### src/rtl/divider_pkg.sv
// Shared definitions for the iterative MIPS DIV/DIVU unit: FSM encoding,
// step count and the sign-magnitude helper used at operand capture.
package divider_pkg;

    typedef enum logic [1:0] {
        IDLE = 2'b00,
        BUSY = 2'b01,
        DONE = 2'b10
    } div_state_t;

    localparam int unsigned DIV_STEPS = 32;
    localparam logic [5:0]  LAST_STEP = 6'(DIV_STEPS - 1);

    // Magnitude of a two's-complement operand; 32'h80000000 maps to itself,
    // which is exactly the unsigned magnitude the restoring loop needs.
    function automatic logic [31:0] abs_if(input logic en, input logic [31:0] v);
        return (en && v[31]) ? (~v + 32'd1) : v;
    endfunction

endpackage

### src/rtl/divider_if.sv
// Execute-stage divide handshake: operands and control in, stall/done/results out.
interface divider_if;

    logic        startE;
    logic        signedE;
    logic [31:0] srcAE;
    logic [31:0] srcBE;
    logic        cancelE;
    logic        stallDivE;
    logic        doneE;
    logic [31:0] hiOut;
    logic [31:0] loOut;

    modport master (
        output startE, signedE, srcAE, srcBE, cancelE,
        input  stallDivE, doneE, hiOut, loOut
    );

    modport slave (
        input  startE, signedE, srcAE, srcBE, cancelE,
        output stallDivE, doneE, hiOut, loOut
    );

endinterface

### src/rtl/divider_div_step.sv
// One combinational restoring-division step on the {remainder, quotient} register.
module div_step (
    input  logic [63:0] i_rem,
    input  logic [31:0] i_divisor,
    output logic [63:0] o_rem
);

    logic [32:0] w_hi_shift;
    logic [31:0] w_sub;
    logic        w_fits;

    // The shifted partial remainder can reach 33 bits, so compare at that width.
    assign w_hi_shift = i_rem[63:31];
    assign w_sub      = i_rem[62:31] - i_divisor;
    assign w_fits     = (w_hi_shift >= {1'b0, i_divisor});

    assign o_rem = w_fits ? {w_sub, i_rem[30:0], 1'b1}
                          : {i_rem[62:0], 1'b0};

endmodule

### src/rtl/divider.sv
// Multi-cycle DIV/DIVU unit: 32 restoring steps, stalls the front of the
// pipeline until the result is ready, and pulses doneE for the HI/LO write.
module divider
    import divider_pkg::*;
(
    input  logic     clk,
    input  logic     resetn,
    divider_if.slave bus
);

    div_state_t  r_state;
    div_state_t  w_next;
    logic [5:0]  r_cnt;
    logic [63:0] r_rem;
    logic [63:0] w_rem_step;
    logic [31:0] r_divisor;
    logic [31:0] r_hi;
    logic [31:0] r_lo;
    logic        r_qneg;
    logic        r_rneg;
    logic        w_start;
    logic        w_div0;
    logic        w_last;

    assign w_start = bus.startE && !bus.cancelE && (r_state == IDLE);
    assign w_div0  = (bus.srcBE == '0);
    assign w_last  = (r_state == BUSY) && (r_cnt == LAST_STEP);

    div_step u_step (
        .i_rem     (r_rem),
        .i_divisor (r_divisor),
        .o_rem     (w_rem_step)
    );

    always_ff @(posedge clk or negedge resetn) begin
        if (!resetn) r_state <= IDLE;
        else         r_state <= w_next;
    end

    always_comb begin
        w_next = r_state;
        if (bus.cancelE) begin
            w_next = IDLE;
        end else begin
            case (r_state)
                IDLE:    if (bus.startE) w_next = w_div0 ? DONE : BUSY;
                BUSY:    if (r_cnt == LAST_STEP) w_next = DONE;
                DONE:    w_next = IDLE;
                default: w_next = IDLE;
            endcase
        end
    end

    always_comb begin
        bus.stallDivE = bus.startE && !bus.cancelE && (r_state != DONE);
        bus.doneE     = (r_state == DONE);
    end

    // Results are registered on entry to DONE so they are valid during the doneE pulse.
    always_ff @(posedge clk or negedge resetn) begin
        if (!resetn) begin
            r_cnt     <= '0;
            r_rem     <= '0;
            r_divisor <= '0;
            r_qneg    <= 1'b0;
            r_rneg    <= 1'b0;
            r_hi      <= '0;
            r_lo      <= '0;
        end else if (w_start) begin
            if (w_div0) begin
                r_lo <= '1;
                r_hi <= bus.srcAE;
            end else begin
                r_rem     <= {32'd0, abs_if(bus.signedE, bus.srcAE)};
                r_divisor <= abs_if(bus.signedE, bus.srcBE);
                r_qneg    <= bus.signedE && (bus.srcAE[31] ^ bus.srcBE[31]);
                r_rneg    <= bus.signedE && bus.srcAE[31];
                r_cnt     <= '0;
            end
        end else if ((r_state == BUSY) && !bus.cancelE) begin
            r_rem <= w_rem_step;
            r_cnt <= r_cnt + 6'd1;
            if (w_last) begin
                r_lo <= r_qneg ? (~w_rem_step[31:0] + 32'd1)  : w_rem_step[31:0];
                r_hi <= r_rneg ? (~w_rem_step[63:32] + 32'd1) : w_rem_step[63:32];
            end
        end
    end

    assign bus.hiOut = r_hi;
    assign bus.loOut = r_lo;

endmodule
### src/flat_wrapper.sv
// flat-port wrapper written by rule: the top's interface ports become plain ports
module divider_flat import divider_pkg::*;
  (clk, resetn, bus_startE, bus_signedE, bus_srcAE, bus_srcBE, bus_cancelE, bus_stallDivE, bus_doneE, bus_hiOut, bus_loOut);
  divider_if bus_i ();
  input  logic clk;
  input  logic resetn;
  input wire logic [$bits(bus_i.startE)-1:0] bus_startE;
  input wire logic [$bits(bus_i.signedE)-1:0] bus_signedE;
  input wire logic [$bits(bus_i.srcAE)-1:0] bus_srcAE;
  input wire logic [$bits(bus_i.srcBE)-1:0] bus_srcBE;
  input wire logic [$bits(bus_i.cancelE)-1:0] bus_cancelE;
  output wire logic [$bits(bus_i.stallDivE)-1:0] bus_stallDivE;
  output wire logic [$bits(bus_i.doneE)-1:0] bus_doneE;
  output wire logic [$bits(bus_i.hiOut)-1:0] bus_hiOut;
  output wire logic [$bits(bus_i.loOut)-1:0] bus_loOut;
  assign bus_i.startE = bus_startE;
  assign bus_i.signedE = bus_signedE;
  assign bus_i.srcAE = bus_srcAE;
  assign bus_i.srcBE = bus_srcBE;
  assign bus_i.cancelE = bus_cancelE;
  assign bus_stallDivE = bus_i.stallDivE;
  assign bus_doneE = bus_i.doneE;
  assign bus_hiOut = bus_i.hiOut;
  assign bus_loOut = bus_i.loOut;
  divider u_core (.clk(clk), .resetn(resetn), .bus(bus_i));
endmodule
### config.mk
export PLATFORM = sky130hd
export DESIGN_NAME = divider_flat
export DESIGN_NICKNAME = d
export VERILOG_FILES = /design/src/rtl/divider_pkg.sv /design/src/rtl/divider_if.sv /design/src/rtl/divider_div_step.sv /design/src/rtl/divider.sv /design/src/flat_wrapper.sv
export SDC_FILE = /design/constraint.sdc
export NUM_CORES = 1
export LEC_CHECK = 0
export BUFFER_PORTS_ARGS = -buffer_cell sky130_fd_sc_hd__buf_4
export CORE_UTILIZATION = 54
export DETAILED_ROUTE_END_ITERATION = 10
export PLACE_DENSITY = 0.77
export SLEW_MARGIN = 20
export SYNTH_ARGS = -nofsm -noshare
export SYNTH_HDL_FRONTEND = slang
export SYNTH_HIERARCHICAL = 1
export SYNTH_SLANG_ARGS = --single-unit
### constraint.sdc
create_clock -name clk -period 4.1 [get_ports clk]
set_input_delay 1.025 -clock clk [delete_from_list [all_inputs] [get_ports clk]]
set_output_delay 1.025 -clock clk [all_outputs]
set_load 0.01 [all_outputs]
* Word-level counts from Yosys, hierarchy flattened
Index checks and enable logic that the tools add are counted.
** Cells by class
- Multiplexer cells :: 24
- Div/mod/pow operators :: 0
- $mul :: 0
- Equality and inequality tests :: 8
- Reductions and logical operators :: 17
- Bitwise gates (word level) :: 6
- Order comparisons :: 1
- $add $sub $neg :: 6
- Shift-type cells :: 0
** Operator list (number)
- $mux 32 :: 12
- $mux 64 :: 4
- $add 32x1->32 const B :: 4
- $not 32->32 :: 4
- $ge 33x32->1 :: 1
- $logic_not 32->1 :: 1
- $sub 32x32->32 :: 1
- $mux 6 :: 3
- $logic_and 1x1->1 :: 8
- $mux 2 :: 4
- $add 6x1->6 const B :: 1
- $eq 6x5->1 const B :: 1
- $ne 2x2->1 const B :: 3
- $reduce_and 2->1 :: 3
- $pmux 2 s2 :: 1
- $reduce_bool 2->1 :: 2
- $ne 3x2->1 const B :: 1
- $ne 3x3->1 const B :: 1
- $reduce_and 3->1 :: 1
- $eq 2x1->1 const B :: 1
- $eq 2x2->1 const B :: 1
- $logic_not 2->1 :: 1
- $logic_not 1->1 :: 1
- $not 1->1 :: 1
- $xor 1x1->1 :: 1
** Storage, ports and cells
- Bits in read-only memories :: 0
- Register bits after elaboration :: 170
- Output and inout port bits :: 66
- Memories kept :: 0
- Latch bits :: 0
- Memory bits (writable) :: 0
- Input bits :: 69

* Depth between registers and ports, before layout
- Depth after elaboration :: 8
- Mapped depth :: 21
- Mapped depth without buffers :: 19

* Hierarchy
Netlist, hierarchy kept.
** Modules (own cells, without submodules)
- divider :: area an instance 9515.4 um^2, cells each 1050, times used 1, sequential area each 4254.1 um^2
- div_step :: area an instance 2458.6 um^2, cells each 342, times used 1, sequential area each 0.0 um^2

* Worst setup path after synthesis
Ideal clock, no wire load.
- Path type :: register to register
- Start point :: reg u_core.r_rem[41]
- End point :: reg u_core.r_hi[24] (netlist: u_core/bus.hiOut[24])
- Required time :: 3977 ps
- Cell stages (with the launch flop) :: 18
- Slack :: -430 ps
- Buffers on the path :: 2
- Arrival time :: 4407 ps
- Cells stage by stage :: dfrtp_1 > ha_1 > nand4_1 > nor3_1 > a2111o_2 > nor2_2 > o31ai_4 > a21oi_2 > o31ai_4 > buf_6 > mux2_2 > or4_1 > or3_1 > buf_2 > o41ai_2 > xor2_1 > nand2_1 > o221a_2
** On the way
- Longest elaborated chain between the ends :: 8
** Ends and longest elaborated chain
- start, declared :: RTL line divider.sv:14 : logic [63:0] r_rem;
- start signal, assigned :: RTL line divider.sv:74 : r_rem <= {32'd0, abs_if(bus.signedE, bus.srcAE)};
- start signal, assigned :: RTL line divider.sv:81 : r_rem <= w_rem_step;
- $ge 33x32->1 :: RTL line divider_div_step.sv:15 : assign w_fits = (w_hi_shift >= {1'b0, i_divisor});
- $mux 64 :: RTL line divider_div_step.sv:17 : assign o_rem = w_fits ? {w_sub, i_rem[30:0], 1'b1}
- via u_core.w_rem_step[39] :: RTL line divider.sv:15 : logic [63:0] w_rem_step;
- $not 32->32 :: RTL line divider.sv:85 : r_hi <= r_rneg ? (~w_rem_step[63:32] + 32'd1) : w_rem_step[63:32];
- $add 32x1->32 :: RTL line divider.sv:85
- $mux 32 :: RTL line divider.sv:85
- $mux 32 :: RTL line divider.sv:83 : if (w_last) begin
- $mux 32 :: RTL line divider.sv:80 : end else if ((r_state == BUSY) && !bus.cancelE) begin
- $mux 32 :: RTL line divider.sv:69 : end else if (w_start) begin
- end signal, assigned :: RTL line divider.sv:72 : r_hi <= bus.srcAE;
- end signal, assigned :: RTL line divider.sv:85
- end, declared :: RTL line divider.sv:17 : logic [31:0] r_hi;
The timed path passes the listed nets, and every way through them passes these cells. The select of a mux whose other input is x is not followed.
A chain may end at the register's enable or synchronous reset.

* Final worst setup path
- Start point :: reg u_core.r_divisor[4]
- End point :: reg u_core.r_hi[26] (netlist: u_core/bus.hiOut[26])
** On the way
- Longest elaborated chain between the ends :: 8
** Ends and longest elaborated chain
- start, declared :: RTL line divider.sv:16 : logic [31:0] r_divisor;
- start signal, assigned :: RTL line divider.sv:75 : r_divisor <= abs_if(bus.signedE, bus.srcBE);
- $sub 32x32->32 / $ge 33x32->1 (equally long branches) :: RTL line divider_div_step.sv:14, divider_div_step.sv:15
- $mux 64 (*) :: RTL line divider_div_step.sv:17
- via u_core.w_rem_step[39] :: RTL line divider.sv:15
- $not 32->32 (*) :: RTL line divider.sv:85
- $add 32x1->32 (*) :: RTL line divider.sv:85
- $mux 32 (*) :: RTL line divider.sv:85
- $mux 32 (*) :: RTL line divider.sv:83
- $mux 32 (*) :: RTL line divider.sv:80
- $mux 32 (*) :: RTL line divider.sv:69
The timed path passes the listed nets; every way through them passes the cells marked *. The select of a mux whose other input is x is not followed.

==> impl_results.md <==
* Final Hold Fails at 0
* Number of maximum-capacitance constraint violations at 0
* Fin Setup TNS at -9.265 ns
* Seq/Total Area, Yosys at 0.3553
* Clock tree from TritonCTS: done
* # IOs at 135
* GPL Wtd Cong at 0.9426
* Share of async-settable or async-resettable flops after synthesis at 1.000
* Reg2Reg Launch Point: u_core/r_divisor[4]
* Via-per-instance ratio at 6.010
* Total global routing overflow at 0
* Required time of the critical path at 4.40 ns
* Number of register bits inferred by synthesis at 170
* Mux cell area share after synthesis at 0.05099
* Clock buffer count from CTS at 17
* Most prevalent standard cell on the critical path: sky130_fd_sc_hd__o31ai_4
* Pin count of the biggest net entering global routing at 99
* Synthesis-to-finish area growth at 32.06%
* Failing checks: setup timing
* # clock sinks at 170
* Worst Setup End Kind: flop
* Worst Setup SP: u_core/r_divisor[4]
* Area occupied by multi-input gates at 7606 um2
* Insertion delay to the later sink of the worst-skew pair at 0.44 ns
* Cell depth of the worst hold path at 2
* Share of post-route cells with drive strength above 1 at 0.3136
* Top FF cell, synth: sky130_fd_sc_hd__dfrtp_1
* Main combinational cell family by area after synthesis: compound AO/OA/AOI/OAI gates
* Violation count after the first detailed-route iteration at 825
* Number of global-route vias before repair at 11310
* Total number of H-tree levels at 4
* Total die area at 22770 um2
* FF-to-FF End: u_core/bus.hiOut[26]
* Clock tree root buffer cell: sky130_fd_sc_hd__clkbuf_16
* Net count reported at finish at 1765
* Number of buffers added on ports at 134
* Max_slew headroom at 0.3558
* Number of antenna violations at the first check in global routing at 0
* Most frequent cells in the layout: sky130_fd_sc_hd__buf_4 (337), sky130_fd_sc_hd__dfrtp_1 (169), sky130_fd_sc_hd__nor2_1 (144), sky130_fd_sc_hd__a21oi_1 (143), sky130_fd_sc_hd__nand2_1 (104)
* Initial standard-cell utilization of the core at 0.5504
* Unrepaired setup endpoints after global routing: yes
* Worst-case setup margin in the final layout at -0.6692 ns
* Number of nets with antenna violations after detailed routing at 0
* Final setup viols at 25
* Critical path peak fanout at 6
* Sequential cell area at 4255 um2
* Fmax at 209.7 MHz
* Maximum single-stage delay on the critical path at 0.61 ns
* Average wire length per cell after detail routing at 19.07 um
* Most common cell after layout, fill and taps aside: sky130_fd_sc_hd__buf_4
* Post-layout minimum cycle time at 4.769 ns
* Hold-fix buffer count after cts at 0
* Complex-gate fraction of the synthesized area at 0.2142
* FP Rows at 54
* Largest voltage drop on the vdd net at 235.8 uV
* Cell-by-cell listing of the critical path: inv_2 > ha_4 > buf_6 > a21oi_4 > nand3_2 > a2111o_2 > nor2_4 > o31ai_4 > a21oi_2 > o31ai_4 > buf_12 > mux2_2 > or4_4 > or4b_4 > o31ai_1 > xor2_1 > a21oi_1
* Worst endpoint data arrival time at 5.07 ns
* Total core area at 21760 um2
* Clock transition at the registers of the reported paths at 0.07 ns
* First-pass iteration count of the detailed router at 5
* Power density relative to cell area at 370.9 nW/um2
* Wire length of the first global-routing pass at 57170 um
* Crit share post-route at 1.163
* Worst hold endpoint: u_core/bus.hiOut[10]
* Ys Warns at 6
* Adder and majority gate portion of the synthesized area at 0.04033
* Worst min-delay path category: flop to flop
* Share of synthesized cell area in and, or, nand and nor gates at 0.1668
* Max-slew violations at 0
* Vertical die dimension at 150.9 um
* Fin Clk Skew at 0.01060 ns
* Slew @ Worst Pin at 0.9663 ns
* Number of fillers in the final layout at 1602
* Drc violations at 0
* Syn Inst Count at 1392
* Synth unique cells at 71
* Final antenna diode count at 0
* Core Util, Final at 0.7268
* Cell depth of the worst flop-to-flop path at 17
* Width of the die at 150.9 um
* Lkg Pwr at 7.382 nW
* Fraction of synthesized cell area in xor and xnor cells at 0.1068
* Critical path type: flop to flop
* GRT Total Usage at 0.3232
* Number of flops mapped to enable cells by yosys at 0
* Worst Hold Slack at 0.4868 ns
* Netlist area before placement at 11970 um2
* Clk buf depth at 2
* Setup crit start kind: flop
* Reg-to-reg slack, setup at -0.67 ns
* Result of the run: complete, but fails checks
* Hold wc startpoint: u_core/bus.hiOut[10]
* Total wirelength of the detailed-routed design at 37200 um
* Via Count at 11730
* Cell type of the slowest stage on the worst timing path: sky130_fd_sc_hd__or4b_4
* HPWL after detailed placement at 26130 um
* Synthesized area per cell at 8.602 um2
* Synthesized Nets at 1499
==> area by class of cell <==
type	instances	area share
Clock buffer	18	0.02714
Clock inverter	14	0.01092
Inverter	54	0.01298
Multi-Input combinational cell	1061	0.4810
Sequential cell	170	0.2691
Tap cell	280	0.02216
Timing Repair Buffer	354	0.1767
==> routing by layer <==
| metal | global-route usage | vias to the layer above | share of wire |
|---|---|---|---|
| met1 | 0.3985 | 5600 | 0.40 |
| met3 | 0.04367 | 131 | 0.062 |
| li1 | - | 5467 | - |
| met5 | 0 | - | 0 |
| met4 | 0.1455 | 0 | 0.043 |
| met2 | 0.5608 | 527 | 0.50 |
==> critical path, delay by kind of cell, from the launching register on <==
kind | cells | cell delay, ns
adders and majority gates | 1 | 0.21
AOI/OAI and AO/OA | 7 | 1.66
xor gates and xnor gates | 1 | 0.26
DFF | 1 | 0.41
buffers and inverters | 3 | 0.39
muxes | 1 | 0.28
and+or+nand+nor | 4 | 1.41
==> worst max path at each step <==
stage	to	slack, ns	cells after the start
floorplan	u_core/bus.hiOut[31]	-0.31	18
global placement	u_core/bus.hiOut[30]	-0.62	17
detailed placement	u_core/bus.hiOut[30]	-0.80	17
CTS	u_core/bus.hiOut[31]	-0.38	19
global route	u_core/bus.hiOut[26]	-0.85	19
finish	u_core/bus.hiOut[26]	-0.67	17
==> synth_stat cells (3+ instances only) <==
library cell                instances  area share
sky130_fd_sc_hd__a2111oi_0          3      0.0022
sky130_fd_sc_hd__a21o_1            14      0.0088
sky130_fd_sc_hd__a21oi_1          147       0.061
sky130_fd_sc_hd__a22o_1            31       0.023
sky130_fd_sc_hd__a31oi_1           18      0.0094
sky130_fd_sc_hd__a41oi_1            3      0.0022
sky130_fd_sc_hd__and2_1             8      0.0042
sky130_fd_sc_hd__and3_1             4      0.0021
sky130_fd_sc_hd__and4_1             4      0.0029
sky130_fd_sc_hd__buf_1              6      0.0019
sky130_fd_sc_hd__buf_2              7      0.0029
sky130_fd_sc_hd__buf_4             38       0.024
sky130_fd_sc_hd__buf_6              4      0.0038
sky130_fd_sc_hd__clkbuf_1          52       0.016
sky130_fd_sc_hd__dfrtp_1          170        0.36
sky130_fd_sc_hd__ha_1              37       0.039
sky130_fd_sc_hd__inv_1             53       0.017
sky130_fd_sc_hd__mux2_2            30       0.028
sky130_fd_sc_hd__mux2i_1           25       0.021
sky130_fd_sc_hd__nand2_1          104       0.033
sky130_fd_sc_hd__nand2b_1           9      0.0047
sky130_fd_sc_hd__nand3_1           22      0.0092
sky130_fd_sc_hd__nand4_1           15      0.0078
sky130_fd_sc_hd__nor2_1           146       0.046
sky130_fd_sc_hd__nor2b_1            6      0.0031
sky130_fd_sc_hd__nor3_1            30       0.013
sky130_fd_sc_hd__nor4_1            15      0.0078
sky130_fd_sc_hd__nor4b_1            3      0.0022
sky130_fd_sc_hd__o21a_1             4      0.0025
sky130_fd_sc_hd__o21ai_0           97       0.041
sky130_fd_sc_hd__o21ai_1           11      0.0046
sky130_fd_sc_hd__o21bai_1           7      0.0044
sky130_fd_sc_hd__o22ai_1            3      0.0016
sky130_fd_sc_hd__o31ai_1           30       0.019
sky130_fd_sc_hd__o41ai_1           12      0.0088
sky130_fd_sc_hd__o41ai_2            7      0.0095
sky130_fd_sc_hd__or2_2              6      0.0031
sky130_fd_sc_hd__or3_1             12      0.0063
sky130_fd_sc_hd__or4_1             16       0.010
sky130_fd_sc_hd__xnor2_1           75       0.055
sky130_fd_sc_hd__xor2_1            71       0.052
==> cells by family after synthesis <==
group / after synthesis
AND/OR/NAND/NOR: 415
AO/OA/AOI/OAI: 405
flip-flops: 170
buffers and inverters: 161
XOR/XNOR: 146
multiplexers: 57
adder cells (fa/ha/maj): 38
==> metrics by stage <==
stage | worst slack, ns | cell area, um2 | power [mW] | std cells
after floorplan | -0.3137 | 12150 | 3.319 | 1392
after global placement | -0.6172 | 14490 | 3.801 | 1898
after detailed placement | -0.7992 | 14490 | 3.868 | 1898
after CTS | -0.3848 | 15520 | 5.665 | 1944
after global routing | -0.8508 | 15810 | 6.151 | 1951
final | -0.6692 | 15810 | 5.865 | 1951
==> power by group <==
group          internal (mW)  switching (mW)  leakage [nW]  total [mW]
Sequential              1.86           0.257          2.22        2.11
Combinational          0.975            1.10          4.87        2.07
Clock                  0.926           0.756         0.290        1.68
Total                   3.76            2.11          7.38        5.87
==> repair_timing <==
item	CTS	global route
setup buffers	12	9
resized for setup	52	48
setup endpoints to repair	48	51
gates cloned	2	0
pin swaps	27	29
==> registers in the layout, indices dropped and copies added, names as in the netlist <==
name / cells
u_core/r_divisor: 32
u_core/r_qneg: 1
u_core/bus.loOut: 32
u_core/r_cnt: 6
u_core/r_state: 2
u_core/r_rem: 64
u_core/r_rneg: 1
u_core/bus.hiOut: 32
Note: power is estimated with default switching activity, not from simulation.
